**src/rtl/mcu_exec_unit_if.sv**
```systemverilog
// -----------------------------------------------------------------------------
// mcu_exec_unit_if
//   Bundle between the execute/writeback sequencer and its surroundings:
//   the instruction valid/ready handshake, the register file's two async
//   read ports and its synchronous write port, plus status outputs.
//
//   Modports:
//     slave  - the execute unit's view (receives instructions, drives the
//              register file addresses/write port, status and flags)
//     master - the view of the instruction source / register file side
//
//   Signals:
//     instr_valid, instr_ready, instr          instruction handshake
//     rf_addr_r_1/2, rf_data_r_1/2             async read ports
//     rf_we, rf_addr_w, rf_data_w              synchronous write port
//     busy, illegal_op, flag_z, flag_c         status
// -----------------------------------------------------------------------------
interface mcu_exec_unit_if #(
  parameter int ADDR_WIDTH = 4,
  parameter int DATA_WIDTH = 8
);
  logic                      instr_valid;
  logic                      instr_ready;
  logic [4+3*ADDR_WIDTH-1:0] instr;

  logic [ADDR_WIDTH-1:0]     rf_addr_r_1;
  logic [ADDR_WIDTH-1:0]     rf_addr_r_2;
  logic [DATA_WIDTH-1:0]     rf_data_r_1;
  logic [DATA_WIDTH-1:0]     rf_data_r_2;

  logic                      rf_we;
  logic [ADDR_WIDTH-1:0]     rf_addr_w;
  logic [DATA_WIDTH-1:0]     rf_data_w;

  logic                      busy;
  logic                      illegal_op;
  logic                      flag_z;
  logic                      flag_c;

  modport slave (
    input  instr_valid, instr, rf_data_r_1, rf_data_r_2,
    output instr_ready, rf_addr_r_1, rf_addr_r_2,
           rf_we, rf_addr_w, rf_data_w,
           busy, illegal_op, flag_z, flag_c
  );

  modport master (
    output instr_valid, instr, rf_data_r_1, rf_data_r_2,
    input  instr_ready, rf_addr_r_1, rf_addr_r_2,
           rf_we, rf_addr_w, rf_data_w,
           busy, illegal_op, flag_z, flag_c
  );
endinterface

```
**src/rtl/mcu_exec_unit.sv**
```systemverilog
// -----------------------------------------------------------------------------
// mcu_exec_unit
//   Execute/writeback sequencer in front of the MCU register file.
//   One instruction {opcode[3:0], rd, rs1, rs2} is accepted per handshake and
//   walks IDLE -> DECODE -> EXEC -> WB -> IDLE:
//     DECODE : read addresses come from the latched rs1/rs2; operands are
//              captured from the async read data at the end of the cycle.
//     EXEC   : ALU result computed (one cycle; MUL iterates DATA_WIDTH cycles).
//     WB     : rf_we for exactly one cycle; flags update at the end of WB.
//   Because the write lands before the next DECODE, back-to-back dependent
//   instructions need no forwarding.
//
//   Ports:
//     clk    - system clock, rising edge
//     rst_n  - asynchronous active-low reset
//     bus    - mcu_exec_unit_if.slave (handshake, register file, status)
//
//   Build option:
//     MCU_EXU_MUL_EN - when defined, opcode 9 is an iterative shift-add
//                      multiplier; otherwise opcode 9 is illegal and no
//                      multiplier hardware exists.
// -----------------------------------------------------------------------------
module mcu_exec_unit #(
  parameter int ADDR_WIDTH = 4,
  parameter int DATA_WIDTH = 8
) (
  input  logic            clk,
  input  logic            rst_n,
  mcu_exec_unit_if.slave  bus
);

  localparam int IW  = 4 + 3*ADDR_WIDTH;
  localparam int SHW = (DATA_WIDTH > 1) ? $clog2(DATA_WIDTH) : 1;
  localparam int SHN = 1 << SHW;

  localparam logic [1:0] S_IDLE   = 2'd0;
  localparam logic [1:0] S_DECODE = 2'd1;
  localparam logic [1:0] S_EXEC   = 2'd2;
  localparam logic [1:0] S_WB     = 2'd3;

  localparam logic [3:0] OP_NOP = 4'd0;
  localparam logic [3:0] OP_ADD = 4'd1;
  localparam logic [3:0] OP_SUB = 4'd2;
  localparam logic [3:0] OP_AND = 4'd3;
  localparam logic [3:0] OP_OR  = 4'd4;
  localparam logic [3:0] OP_XOR = 4'd5;
  localparam logic [3:0] OP_SHL = 4'd6;
  localparam logic [3:0] OP_SHR = 4'd7;
  localparam logic [3:0] OP_MOV = 4'd8;
`ifdef MCU_EXU_MUL_EN
  localparam logic [3:0] OP_MUL = 4'd9;
`endif

  logic [1:0]            state_reg, state_next;
  logic [IW-1:0]         instr_reg;
  logic [DATA_WIDTH-1:0] op_a_reg, op_b_reg;
  logic [DATA_WIDTH-1:0] result_reg;
  logic                  carry_reg;
  logic                  flag_z_reg, flag_c_reg;

  // Instruction fields
  logic [3:0]            opcode;
  logic [ADDR_WIDTH-1:0] rd, rs1, rs2;

  assign opcode = instr_reg[IW-1 -: 4];
  assign rd     = instr_reg[3*ADDR_WIDTH-1 -: ADDR_WIDTH];
  assign rs1    = instr_reg[2*ADDR_WIDTH-1 -: ADDR_WIDTH];
  assign rs2    = instr_reg[ADDR_WIDTH-1:0];

  // ---------------------------------------------------------------------------
  // Opcode classification
  // ---------------------------------------------------------------------------
  logic op_writes;   // result is written back and z updated
  logic op_sets_c;   // carry flag is updated
  logic op_illegal;

  always_comb begin
    op_writes  = 1'b0;
    op_sets_c  = 1'b0;
    op_illegal = 1'b0;
    case (opcode)
      OP_NOP: ;
      OP_ADD, OP_SUB, OP_AND, OP_OR, OP_XOR, OP_SHL, OP_SHR: begin
        op_writes = 1'b1;
        op_sets_c = 1'b1;
      end
      OP_MOV: op_writes = 1'b1;
`ifdef MCU_EXU_MUL_EN
      OP_MUL: begin
        op_writes = 1'b1;
        op_sets_c = 1'b1;
      end
`endif
      default: op_illegal = 1'b1;
    endcase
  end

  // ---------------------------------------------------------------------------
  // Shifter carry tables: entry gi is the last bit shifted out for a shift
  // distance of gi. Distance 0 and distances >= DATA_WIDTH give carry 0.
  // ---------------------------------------------------------------------------
  logic [SHN-1:0] shl_c, shr_c;
  logic [SHW-1:0] sh_idx;
  logic           sh_big;

  assign sh_idx = op_b_reg[SHW-1:0];
  assign sh_big = (32'(op_b_reg) >= 32'(DATA_WIDTH));

  genvar gi;
  generate
    for (gi = 0; gi < SHN; gi++) begin : g_shift_c
      if (gi >= 1 && gi < DATA_WIDTH) begin : g_bit
        assign shl_c[gi] = op_a_reg[DATA_WIDTH-gi];
        assign shr_c[gi] = op_a_reg[gi-1];
      end else begin : g_none
        assign shl_c[gi] = 1'b0;
        assign shr_c[gi] = 1'b0;
      end
    end
  endgenerate

  // ---------------------------------------------------------------------------
  // Single-cycle ALU
  // ---------------------------------------------------------------------------
  logic [DATA_WIDTH-1:0] alu_res;
  logic                  alu_c;

  always_comb begin
    alu_res = '0;
    alu_c   = 1'b0;
    case (opcode)
      OP_ADD: {alu_c, alu_res} = {1'b0, op_a_reg} + {1'b0, op_b_reg};
      // Borrow falls out as the top bit of the widened difference.
      OP_SUB: {alu_c, alu_res} = {1'b0, op_a_reg} - {1'b0, op_b_reg};
      OP_AND: alu_res = op_a_reg & op_b_reg;
      OP_OR:  alu_res = op_a_reg | op_b_reg;
      OP_XOR: alu_res = op_a_reg ^ op_b_reg;
      OP_SHL: begin
        if (sh_big) begin
          alu_res = '0;
        end else if (op_b_reg != '0) begin
          alu_res = op_a_reg << sh_idx;
          alu_c   = shl_c[sh_idx];
        end else begin
          alu_res = op_a_reg;
        end
      end
      OP_SHR: begin
        if (sh_big) begin
          alu_res = '0;
        end else if (op_b_reg != '0) begin
          alu_res = op_a_reg >> sh_idx;
          alu_c   = shr_c[sh_idx];
        end else begin
          alu_res = op_a_reg;
        end
      end
      OP_MOV: alu_res = op_a_reg;
      default: ;
    endcase
  end

  // ---------------------------------------------------------------------------
  // Optional iterative multiplier (shift-add, one multiplier bit per cycle).
  // prod_reg holds {partial high half, remaining multiplier bits}; after
  // DATA_WIDTH steps it holds the full 2*DATA_WIDTH product.
  // ---------------------------------------------------------------------------
  logic [DATA_WIDTH-1:0] exec_res;
  logic                  exec_c;
  logic                  exec_done;

`ifdef MCU_EXU_MUL_EN
  localparam int CNTW = $clog2(DATA_WIDTH) + 1;

  logic [2*DATA_WIDTH-1:0] prod_reg, prod_next;
  logic [DATA_WIDTH:0]     mul_sum;
  logic [CNTW-1:0]         mul_cnt_reg;
  logic                    is_mul;
  logic                    mul_last;

  assign is_mul   = (opcode == OP_MUL);
  assign mul_last = (mul_cnt_reg == CNTW'(DATA_WIDTH-1));

  always_comb begin
    mul_sum   = {1'b0, prod_reg[2*DATA_WIDTH-1:DATA_WIDTH]}
              + (prod_reg[0] ? {1'b0, op_a_reg} : '0);
    prod_next = {mul_sum, prod_reg[DATA_WIDTH-1:1]};
  end

  always_ff @(posedge clk or negedge rst_n) begin
    if (!rst_n) begin
      prod_reg    <= '0;
      mul_cnt_reg <= '0;
    end else if (state_reg == S_DECODE) begin
      // Multiplier operand enters alongside op_b capture.
      prod_reg    <= {{DATA_WIDTH{1'b0}}, bus.rf_data_r_2};
      mul_cnt_reg <= '0;
    end else if (state_reg == S_EXEC && is_mul) begin
      prod_reg    <= prod_next;
      mul_cnt_reg <= mul_cnt_reg + 1'b1;
    end
  end

  always_comb begin
    if (is_mul) begin
      exec_res  = prod_next[DATA_WIDTH-1:0];
      exec_c    = |prod_next[2*DATA_WIDTH-1:DATA_WIDTH];
      exec_done = mul_last;
    end else begin
      exec_res  = alu_res;
      exec_c    = alu_c;
      exec_done = 1'b1;
    end
  end
`else
  always_comb begin
    exec_res  = alu_res;
    exec_c    = alu_c;
    exec_done = 1'b1;
  end
`endif

  // ---------------------------------------------------------------------------
  // Sequencer
  // ---------------------------------------------------------------------------
  always_comb begin
    state_next = state_reg;
    case (state_reg)
      S_IDLE:   if (bus.instr_valid) state_next = S_DECODE;
      S_DECODE: state_next = S_EXEC;
      S_EXEC:   if (exec_done) state_next = S_WB;
      S_WB:     state_next = S_IDLE;
      default:  state_next = S_IDLE;
    endcase
  end

  always_ff @(posedge clk or negedge rst_n) begin
    if (!rst_n) begin
      state_reg  <= S_IDLE;
      instr_reg  <= '0;
      op_a_reg   <= '0;
      op_b_reg   <= '0;
      result_reg <= '0;
      carry_reg  <= 1'b0;
      flag_z_reg <= 1'b0;
      flag_c_reg <= 1'b0;
    end else begin
      state_reg <= state_next;

      // instr is only sampled on the handshake edge.
      if (state_reg == S_IDLE && bus.instr_valid)
        instr_reg <= bus.instr;

      if (state_reg == S_DECODE) begin
        op_a_reg <= bus.rf_data_r_1;
        op_b_reg <= bus.rf_data_r_2;
      end

      if (state_reg == S_EXEC && exec_done) begin
        result_reg <= exec_res;
        carry_reg  <= exec_c;
      end

      if (state_reg == S_WB && op_writes) begin
        flag_z_reg <= (result_reg == '0);
        if (op_sets_c)
          flag_c_reg <= carry_reg;
      end
    end
  end

  // ---------------------------------------------------------------------------
  // Outputs
  // ---------------------------------------------------------------------------
  assign bus.instr_ready = (state_reg == S_IDLE);
  assign bus.busy        = (state_reg != S_IDLE);
  assign bus.rf_addr_r_1 = rs1;
  assign bus.rf_addr_r_2 = rs2;
  assign bus.rf_we       = (state_reg == S_WB) && op_writes;
  assign bus.rf_addr_w   = rd;
  assign bus.rf_data_w   = result_reg;
  assign bus.illegal_op  = (state_reg == S_WB) && op_illegal;
  assign bus.flag_z      = flag_z_reg;
  assign bus.flag_c      = flag_c_reg;

endmodule

```
**src/flat_wrapper.sv**
```systemverilog
// flat-port wrapper written by rule: the top's interface ports become plain ports
module mcu_exec_unit_flat 
#(
  parameter int ADDR_WIDTH = 4,
  parameter int DATA_WIDTH = 8
)
  (clk, rst_n, bus_instr_valid, bus_instr, bus_rf_data_r_1, bus_rf_data_r_2, bus_instr_ready, bus_rf_addr_r_1, bus_rf_addr_r_2, bus_rf_we, bus_rf_addr_w, bus_rf_data_w, bus_busy, bus_illegal_op, bus_flag_z, bus_flag_c);
  mcu_exec_unit_if #(.ADDR_WIDTH(ADDR_WIDTH), .DATA_WIDTH(DATA_WIDTH)) bus_i ();
  input  logic clk;
  input  logic rst_n;
  input wire logic [$bits(bus_i.instr_valid)-1:0] bus_instr_valid;
  input wire logic [$bits(bus_i.instr)-1:0] bus_instr;
  input wire logic [$bits(bus_i.rf_data_r_1)-1:0] bus_rf_data_r_1;
  input wire logic [$bits(bus_i.rf_data_r_2)-1:0] bus_rf_data_r_2;
  output wire logic [$bits(bus_i.instr_ready)-1:0] bus_instr_ready;
  output wire logic [$bits(bus_i.rf_addr_r_1)-1:0] bus_rf_addr_r_1;
  output wire logic [$bits(bus_i.rf_addr_r_2)-1:0] bus_rf_addr_r_2;
  output wire logic [$bits(bus_i.rf_we)-1:0] bus_rf_we;
  output wire logic [$bits(bus_i.rf_addr_w)-1:0] bus_rf_addr_w;
  output wire logic [$bits(bus_i.rf_data_w)-1:0] bus_rf_data_w;
  output wire logic [$bits(bus_i.busy)-1:0] bus_busy;
  output wire logic [$bits(bus_i.illegal_op)-1:0] bus_illegal_op;
  output wire logic [$bits(bus_i.flag_z)-1:0] bus_flag_z;
  output wire logic [$bits(bus_i.flag_c)-1:0] bus_flag_c;
  assign bus_i.instr_valid = bus_instr_valid;
  assign bus_i.instr = bus_instr;
  assign bus_i.rf_data_r_1 = bus_rf_data_r_1;
  assign bus_i.rf_data_r_2 = bus_rf_data_r_2;
  assign bus_instr_ready = bus_i.instr_ready;
  assign bus_rf_addr_r_1 = bus_i.rf_addr_r_1;
  assign bus_rf_addr_r_2 = bus_i.rf_addr_r_2;
  assign bus_rf_we = bus_i.rf_we;
  assign bus_rf_addr_w = bus_i.rf_addr_w;
  assign bus_rf_data_w = bus_i.rf_data_w;
  assign bus_busy = bus_i.busy;
  assign bus_illegal_op = bus_i.illegal_op;
  assign bus_flag_z = bus_i.flag_z;
  assign bus_flag_c = bus_i.flag_c;
  mcu_exec_unit #(.ADDR_WIDTH(ADDR_WIDTH), .DATA_WIDTH(DATA_WIDTH)) u_core (.clk(clk), .rst_n(rst_n), .bus(bus_i));
endmodule
```
**config.mk**
```make
export PLATFORM = sky130hd
export DESIGN_NAME = mcu_exec_unit_flat
export DESIGN_NICKNAME = d
export VERILOG_FILES = /design/src/rtl/mcu_exec_unit_if.sv /design/src/rtl/mcu_exec_unit.sv /design/src/flat_wrapper.sv
export SDC_FILE = /design/constraint.sdc
export NUM_CORES = 1
export LEC_CHECK = 0
export BUFFER_PORTS_ARGS = -buffer_cell sky130_fd_sc_hd__buf_2
export CORE_UTILIZATION = 30
export CTS_CLUSTER_DIAMETER = 150
export DETAILED_ROUTE_END_ITERATION = 12
export GPL_TIMING_DRIVEN = 0
export PLACE_DENSITY_LB_ADDON = 0.05
export SYNTH_ARGS = -nofsm -noshare
export SYNTH_HDL_FRONTEND = slang
export SYNTH_SLANG_ARGS = --single-unit
```
**constraint.sdc**
```tcl
create_clock -name clk -period 2.4 [get_ports clk]
set_input_delay 0.48 -clock clk [delete_from_list [all_inputs] [get_ports clk]]
set_output_delay 0.48 -clock clk [all_outputs]
set_load 0.02 [all_outputs]
```
==> results.json, run 1 <==
{
  "finalMaxSlewViolations": 0,
  "dieArea_um2": 13600,
  "syn_to_final_growth_pct": 25.2,
  "htreeDepth": 2,
  "synth_cell_types": 71,
  "critPathKind": "reg2reg",
  "gp_congestion": 0.906,
  "powerDensity_nw_per_um2": 1670,
  "synthesis.area_um2": 3940,
  "final_cell_area_um2": 4930,
  "status": "finished, final reports clean",
  "placed_cell_area_um2": 4450,
  "overflow": 0,
  "period_share_pct": 99.4,
  "avgViaCountPerCell": 5.41,
  "gr-usage-all-layers_pct": 21.7,
  "antenna-diode-count": 0,
  "core_area_um2": 12700,
  "clk_latency_ns": 0.30,
  "final_hold_viol_count": 0,
  "syn_nets": 522,
  "yosys-top-cells-area": "dfrtp_1 29%, ha_1 9.5%, mux2_2 5.1%",
  "setup_ws_ns": 0.0142,
  "io_pins": 61,
  "worstPathArrival_ns": 2.57,
  "clk_pin_slew_ns": 0.07,
  "synth_top_area_share_pct": 28.6,
  "ant_nets": 0,
  "row_count": 41,
  "synth_seq_area_share_pct": 28.6,
  "drt-initial-drc-count": 362,
  "cts_buffer_depth": 2,
  "slew-limit-headroom_pct": 27.2,
  "post-route-util_pct": 38.8,
  "fin_crit_ns": 2.39,
  "die_width_um": 117,
  "start_util_pct": 31.0,
  "yosys_warnings": 0,
  "cts.sinks": 45,
  "cap_violations": 0,
  "grt_pass1_vias": 3795,
  "rsz0062_at_grt": "true",
  "ys_async_sr_fraction_pct": 100,
  "syn_inst": 455,
  "largest_reg_flops": 16,
  "drive_above_1_share_pct": 34.1,
  "fmax_mhz": 419,
  "root_buffer": "clkbuf_16",
  "hold_buffers": 0,
  "start_kind": "flip-flop",
  "worstMarginPinSlew_ns": 1.09,
  "syn_avg_cell_area_um2": 8.66,
  "routed-via-count": 3834,
  "antenna_found_initial": 0,
  "grt_max_degree": 46,
  "p_leak_uw": 0.00213,
  "fin_cells": 709,
  "cts_buffers": 5,
  "cp.required_ns": 2.58,
  "hp-class": "in2async",
  "die_h_um": 117,
  "io_buffer_count": 60,
  "ys_dominant_reg_cell": "dfrtp_1",
  "synth_edf_count": 0,
  "cp_max_fo": 7,
  "dpl.cell_count": 687,
  "setup_viol": 0,
  "worst_clock_skew_ns": 0.00970,
  "ys_ff_latch": 45,
  "cts_tree": "yes",
  "routed_wl_mm": 14.0,
  "routedWlPerCell_um": 19.8,
  "crit_path_end_kind": "flip-flop",
  "dpl.hpwl_mm": 10.5,
  "first_pass_iters": 5,
  "synth_area_leader_cell": "dfrtp_1",
  "worst_ir_drop_vdd_uv": 607,
  "synth_top_cells_by_count": "45 x dfrtp_1, 45 x nand2_1, 38 x o21ai_0",
  "grt_first_pass_wirelength_mm": 21.9,
  "drcViolationCount": 0,
  "setup_tns_ns": 0,
  "nets": 603,
  "place_ws_ns": -0.652
}
==> metrics by stage <==
stage               hold slack [ns]  total power [uW]
floorplan                     0.184              5160
global placement              0.489              6720
detailed placement            0.494              6700
CTS                           0.380              8000
global route                  0.396              8910
finish                        0.383              8230
==> worst paths after layout <==
kind                                                 start  slack [ns]                                   to  cells after the start
min reg2reg                u_core.instr_reg[6]$_DFFE_PN0P_        0.50      u_core.instr_reg[6]$_DFFE_PN0P_                      1
min in group clk                        bus_rf_data_r_2[6]        0.38       u_core.op_b_reg[6]$_DFFE_PN0N_                      3
max                         u_core.op_b_reg[2]$_DFFE_PN0N_        0.01  u_core.bus.rf_data_w[4]$_DFFE_PN0P_                      7
max in group asynchronous                            rst_n        1.29       u_core.op_a_reg[5]$_DFFE_PN0N_                      1
max reg2reg                 u_core.op_b_reg[2]$_DFFE_PN0N_        0.01  u_core.bus.rf_data_w[4]$_DFFE_PN0P_                      7
min                                                  rst_n        0.38       u_core.op_b_reg[4]$_DFFE_PN0N_                      1
==> area by class of cell <==
class,instances,area (um^2)
repair buffers,77,432
fillers,1382,7790
plain buffers,36,236
clock inverters,3,22.5
flip-flops and latches,45,1130
clock buffers,5,125
well taps,172,215
multi-input cells,341,2640
inverters,30,129
==> cell usage in the layout (no fill, tap or decap), types with 5 or more instances in the layout <==
cell type and count:
a21oi_1 21, buf_2 66, buf_4 30, buf_6 5
clkbuf_1 7, clkbuf_16 5, dfrtp_1 39, dfrtp_2 6
ha_1 24, inv_1 23, mux2_2 18, mux2i_1 10
nand2_1 45, nand2b_1 9, nand3_1 8, nor2_1 28
nor2b_1 7, nor3_1 10, nor3b_1 7, o21ai_0 38
o22ai_1 5
==> per-layer routing <==
layer	track usage [%]	routed length [um]	up-vias
li1	-	-	1793
met1	29.4	6560	1884
met2	34.5	6420	131
met3	3.79	710	26
met4	7.93	356	0
met5	0	0	-
==> power by group <==
part | total, uW | switching [uW] | internal, uW
clock network | 727 | 338 | 389
logic | 6020 | 3550 | 2470
registers | 1480 | 365 | 1110
total | 8230 | 4260 | 3970
==> logic make-up after synthesis <==
| family | count (synthesis) | synth area share, % |
|---|---|---|
| flops | 45 | 28.6 |
| buf+inv | 69 | 8.55 |
| simple gates | 141 | 18.3 |
| fa+ha+maj | 32 | 10.5 |
| mux | 32 | 9.59 |
| compound gates | 129 | 22.9 |
| xor+xnor | 7 | 1.56 |
==> timing repair <==
action                                  CTS  global route
endpoints found under the setup margin    8             8
pin swaps                                 9            11
gates resized for setup                  36            18
buffers inserted                         14             3
hold endpoints to repair                  0             0
==> critical path, cell delays in order, from the launching register on <==
cell	delay [ns]
dfrtp_1	0.40
clkbuf_8	0.15
buf_4	0.15
nor3_1	0.56
a32o_2	0.42
a222oi_1	0.15
a41o_1	0.34
o311ai_1	0.10
Power figures use the tool's default switching activity.
==> inputs of run 2 (changes only) <==
--- a/config.mk
+++ b/config.mk
@@ -11,6 +11,8 @@
 export DETAILED_ROUTE_END_ITERATION = 12
 export GPL_TIMING_DRIVEN = 0
 export PLACE_DENSITY_LB_ADDON = 0.05
+export RECOVER_POWER = 100
+export SKIP_CTS_REPAIR_TIMING = 1
 export SYNTH_ARGS = -nofsm -noshare
 export SYNTH_HDL_FRONTEND = slang
 export SYNTH_SLANG_ARGS = --single-unit
==> run 2 against run 1 <==
The run now ends with negative setup slack left. Register-to-register slack worse by 0.11 ns. Global-route usage is 0.44 points lower. Sequential share of layout area hardly changed. Sequential cell count stayed put. Non-clock buffer count is 10 higher. Final area is 0.18% higher. Hold slack hardly changed. Sequential power is 3% higher. Clock skew is 0.0024 ns lower. Total power is 0.24% higher. Critical path type unchanged.
==> results.json, run 2 (synthesis gave the netlist of run 1 again) <==
{
  "overflow": 0,
  "worstPathArrival_ns": 2.73,
  "period_share_pct": 104,
  "pwr-share-seq_pct": 18.6,
  "final_common_cell": "nand2_1",
  "fin_crit_ns": 2.49,
  "grt_first_pass_wirelength_mm": 21.5,
  "internal-power_uw": 3990,
  "routed.top_layer": "met4",
  "final_cell_mix": "45 x nand2_1, 41 x buf_2, 39 x buf_4, 39 x dfrtp_1, 38 x o21ai_0",
  "cts.sinks": 45,
  "setup_ws_ns": -0.0944,
  "drcViolationCount": 0,
  "die_h_um": 117,
  "antenna-diode-count": 0,
  "dr_wl_met2_mm": 6.43,
  "grt_max_degree": 46,
  "core_area_um2": 12700,
  "worst_ir_drop_vdd_uv": 614,
  "clk_latency_ns": 0.30,
  "nets": 613,
  "crit_chain": "buf_6, clkinvlp_4, buf_6, fa_2, a21oi_2, o21bai_2, a221o_1, a2111oi_4, o32a_1",
  "crit_slowest_cell": "a221o_1",
  "routed_wl_mm": 14.1,
  "root_buffer": "clkbuf_16",
  "pwr-share-comb_pct": 72.7,
  "gr-usage-all-layers_pct": 21.3,
  "syn_to_final_growth_pct": 25.4,
  "cts_buffers": 5,
  "m1WireLength_mm": 6.53,
  "avgViaCountPerCell": 5.35,
  "violations": "negative setup slack",
  "grt_pass1_vias": 3704,
  "crit_top_cell": "buf_6",
  "p_sw_uw": 4260,
  "drive_above_1_share_pct": 29.4,
  "drt-initial-drc-count": 305,
  "largest_reg_flops": 16,
  "start_kind": "flip-flop",
  "io_buffer_count": 60,
  "dpl.hpwl_mm": 10.5,
  "htreeDepth": 2,
  "final_hold_viol_count": 0,
  "antenna_found_initial": 0,
  "placed_cell_area_um2": 4450,
  "setup_viol": 2,
  "ant_nets": 0,
  "status": "finished, violations left",
  "slew-limit-headroom_pct": 19.4,
  "row_count": 41,
  "p_clk_share_pct": 8.7,
  "critPathKind": "reg2reg",
  "dieArea_um2": 13600,
  "cts_buffer_depth": 2,
  "cap_violations": 0,
  "first_pass_iters": 5,
  "crit_path_end_kind": "flip-flop",
  "start_util_pct": 31.0,
  "final_cell_area_um2": 4940,
  "hp-class": "in2reg",
  "routedWlPerCell_um": 19.6,
  "finalMaxSlewViolations": 0,
  "routed-via-count": 3847,
  "fmax_mhz": 401,
  "p_sw_share_pct": 51.6,
  "wl_met3_um": 729,
  "io_pins": 61,
  "setup_tns_ns": -0.163,
  "cts_tree": "yes",
  "gp_congestion": 0.906,
  "powerDensity_nw_per_um2": 1670,
  "rsz0062_at_grt": "true",
  "clk_pin_slew_ns": 0.07,
  "worstMarginPinSlew_ns": 1.21,
  "p_leak_uw": 0.00209,
  "max_stage_delay_ns": 0.42,
  "cp.required_ns": 2.64,
  "cp_max_fo": 5,
  "die_width_um": 117,
  "worst_clock_skew_ns": 0.00732
}
[run 2: path summary, 6_finish.rpt]
path,startpoint,to,slack [ns],cells after the start
setup / recovery,u_core.op_b_reg[1]$_DFFE_PN0N_,u_core.carry_reg$_DFFE_PN0P_,-0.09,9
hold / removal,bus_rf_data_r_2[6],u_core.op_b_reg[6]$_DFFE_PN0N_,0.38,3
setup reg to reg,u_core.op_b_reg[1]$_DFFE_PN0N_,u_core.carry_reg$_DFFE_PN0P_,-0.09,9
hold reg to reg,u_core.instr_reg[6]$_DFFE_PN0P_,u_core.instr_reg[6]$_DFFE_PN0P_,0.50,1
max in group asynchronous,rst_n,u_core.op_a_reg[0]$_DFFE_PN0N_,1.18,1
min in group asynchronous,rst_n,u_core.op_b_reg[4]$_DFFE_PN0N_,0.42,1
[run 2: layout make-up]
cell class / instances / area [um^2]
clock inverter: 3 / 22.5
inverter: 30 / 126
timing repair buffer: 86 / 469
fill: 1395 / 7780
clock buffer: 5 / 125
tap: 172 / 215
sequential: 45 / 1130
buffer: 37 / 238
multi-input combinational: 341 / 2610
[run 2: critical path: cells and delay by family (launching register included)]
family,cells,cell delay [ns]
AO/OA/AOI/OAI,5,1.31
buffers and inverters,3,0.39
flip-flops,1,0.37
adder cells (fa/ha/maj),1,0.36
[run 2: power groups by stage]
| stage | combinational (uW) | sequential, uW | clock [uW] |
|---|---|---|---|
| floorplan | 3710 | 1450 | 0 |
| global placement | 5160 | 1560 | 0 |
| detailed placement | 5140 | 1560 | 0 |
| CTS | 5170 | 1540 | 749 |
| global route | 6560 | 1580 | 785 |
| finish | 5990 | 1530 | 721 |
[run 2: metrics by stage]
step	hold slack (ns)	utilization [%]	cells	total power, uW	worst slack, ns
final	0.383	38.8	719	8250	-0.0944
after floorplan	0.184	-	455	5160	0.0264
after detailed placement	0.494	35.0	687	6700	-0.652
after global placement	0.489	35.0	687	6720	-0.617
after global routing	0.396	38.8	719	8930	-0.162
after CTS	0.380	36.2	695	7460	-0.686
[run 2: layer usage]
metal  up-vias  global-route usage, %
li1       1807                      -
met1      1896                   29.2
met2       116                   34.4
met3        28                   3.27
met4         0                   6.50
met5         -                      0
==> inputs of run 3 (changes only) <==
--- a/config.mk
+++ b/config.mk
@@ -9,7 +9,6 @@
 export CORE_UTILIZATION = 30
 export CTS_CLUSTER_DIAMETER = 150
 export DETAILED_ROUTE_END_ITERATION = 12
-export GPL_TIMING_DRIVEN = 0
 export PLACE_DENSITY_LB_ADDON = 0.05
 export RECOVER_POWER = 100
 export SKIP_CTS_REPAIR_TIMING = 1
==> run 3 against run 2 <==
The flow now finishes without violations. Combinational power decreased by 3.8%. Clock-buffer cell count did not move. Clock skew up 0.0016 ns. Largest power group unchanged.
==> results.json, run 3 (synthesis gave the netlist of run 1 again) <==
{
  "p_leak_uw": 0.00207,
  "io_pins": 61,
  "cap_violations": 0,
  "die_width_um": 117,
  "max_stage_delay_ns": 0.38,
  "nets": 602,
  "critPathKind": "reg2reg",
  "crit_chain": "inv_1, ha_1, or2_2, a22o_1, a221oi_2, a21oi_2, a2111oi_4, buf_4, a2bb2oi_1",
  "holdWs_ns": 0.387,
  "row_count": 41,
  "crit_end": "u_core.bus.rf_data_w[3]$_DFFE_PN0P_",
  "r2r-end": "u_core.bus.rf_data_w[3]$_DFFE_PN0P_",
  "status": "finished, final reports clean",
  "antenna_found_initial": 0,
  "regArea_um2": 1130,
  "routedWlPerCell_um": 18.7,
  "cts_buffer_depth": 2,
  "cp_max_fo": 3,
  "grt_first_pass_wirelength_mm": 20.3,
  "hp-class": "in2reg",
  "multi_input_area_um2": 2540,
  "final_cell_area_um2": 4790,
  "cts_tree": "yes",
  "final_cell_mix": "47 x buf_4, 45 x nand2_1, 45 x dfrtp_1",
  "start_util_pct": 31.0,
  "worst_ir_drop_vdd_uv": 415,
  "cts_buffers": 5,
  "dpl.cell_count": 698,
  "syn_to_final_growth_pct": 21.7,
  "worst_clock_skew_ns": 0.00893,
  "routed-via-count": 3702,
  "final_hold_viol_count": 0,
  "cp.required_ns": 2.56,
  "gr-usage-all-layers_pct": 20.3,
  "fmax_mhz": 419,
  "routed_wl_mm": 13.3,
  "io_buffer_count": 60,
  "place_ws_ns": -0.278,
  "largest_reg_flops": 16,
  "grt_max_degree": 46,
  "clk_pin_slew_ns": 0.07,
  "slew-limit-headroom_pct": 20.4,
  "crit_start": "u_core.op_b_reg[1]$_DFFE_PN0N_",
  "r2r_cells": 9,
  "cts.sinks": 45,
  "drcViolationCount": 0,
  "setup_ws_ns": 0.0116,
  "core_area_um2": 12700,
  "clk_latency_ns": 0.30,
  "crit_path_end_kind": "flip-flop",
  "setup_viol": 0,
  "grt_pass1_vias": 3605,
  "worstMarginPinSlew_ns": 1.19,
  "die_h_um": 117,
  "dpl.hpwl_mm": 10.4,
  "drive_above_1_share_pct": 26.9,
  "fin_crit_ns": 2.39,
  "r2r-start": "u_core.op_b_reg[1]$_DFFE_PN0N_",
  "overflow": 0,
  "worstPathArrival_ns": 2.55,
  "nFillCells": 1403,
  "finalMaxSlewViolations": 0,
  "final_common_cell": "buf_4",
  "crit_slowest_cell": "dfrtp_1",
  "power.total_uw": 7880,
  "fin_cells": 708,
  "start_kind": "flip-flop",
  "gp_congestion": 0.883,
  "powerDensity_nw_per_um2": 1640,
  "r2r_slack_ns": 0.01,
  "avgViaCountPerCell": 5.23,
  "dieArea_um2": 13600,
  "root_buffer": "clkbuf_16",
  "htreeDepth": 2,
  "antenna-diode-count": 0,
  "period_share_pct": 99.5,
  "rsz0062_at_grt": "true",
  "ant_nets": 0,
  "drt-initial-drc-count": 284,
  "first_pass_iters": 5,
  "placed_cell_area_um2": 4610
}
==> run 3: cell types whose count changed in the layout (fill, tap and decap cells not counted), moves of 3 or more <==
cell,previous run,this run
buf_6,6,1
inv_1,24,27
buf_4,39,47
clkbuf_1,33,27
buf_2,41,34
dfrtp_2,6,0
dfrtp_1,39,45
==> run 3: cell type report <==
class	count	share of cell area, %
Clock buffer	5	2.61
Clock inverter	3	0.444
Inverter	30	2.35
Multi-Input combinational cell	341	53.1
Sequential cell	45	23.5
Tap cell	172	4.49
Timing Repair Buffer	112	13.6
==> run 3: through the flow <==
| step | TNS [ns] | util [%] |
|---|---|---|
| global placement | -0.255 | 36.2 |
| global route | -0.0677 | 37.7 |
| CTS | -0.308 | 37.4 |
| detailed placement | -0.278 | 36.2 |
| floorplan | 0 | - |
| finish | 0 | 37.7 |
==> run 3: worst max-delay path: cells and delay by family (launching register included) <==
| kind | cells | cell delay, ns |
|---|---|---|
| compound gates | 5 | 1.02 |
| fa+ha+maj | 1 | 0.31 |
| buf+inv | 2 | 0.24 |
| flops | 1 | 0.38 |
| simple gates | 1 | 0.30 |
==> run 3: worst min path at each step <==
stage                                    start                         endpoint  slack (ns)  cells past startpoint
3_5_place_dp   u_core.instr_reg[5]$_DFFE_PN0P_  u_core.instr_reg[5]$_DFFE_PN0P_        0.49                      1
2_1_floorplan                            rst_n    u_core.bus.flag_c$_DFFE_PN0P_        0.18                      0
6_report                    bus_rf_data_r_1[1]   u_core.op_a_reg[1]$_DFFE_PN0N_        0.39                      3
5_1_grt                        bus_instr_valid  u_core.state_reg[1]$_DFFE_PN0P_        0.40                      2
3_3_place_gp   u_core.instr_reg[4]$_DFFE_PN0P_  u_core.instr_reg[4]$_DFFE_PN0P_        0.48                      1
4_1_cts                                  rst_n   u_core.op_b_reg[3]$_DFFE_PN0N_        0.31                      2
==> run 3: power breakdown <==
part           leakage (uW)  internal, uW  switching, uW
clock network     0.0000702           389            329
logic               0.00144          2370           3390
registers          0.000556          1100            300
==> run 3: per-layer routing <==
metal	GRT usage (%)	wire [um]	up-vias
met2	32.8	6140	100
met3	3.11	518	25
met1	27.5	6230	1788
met5	0	0	-
met4	7.26	377	0
li1	-	-	1789
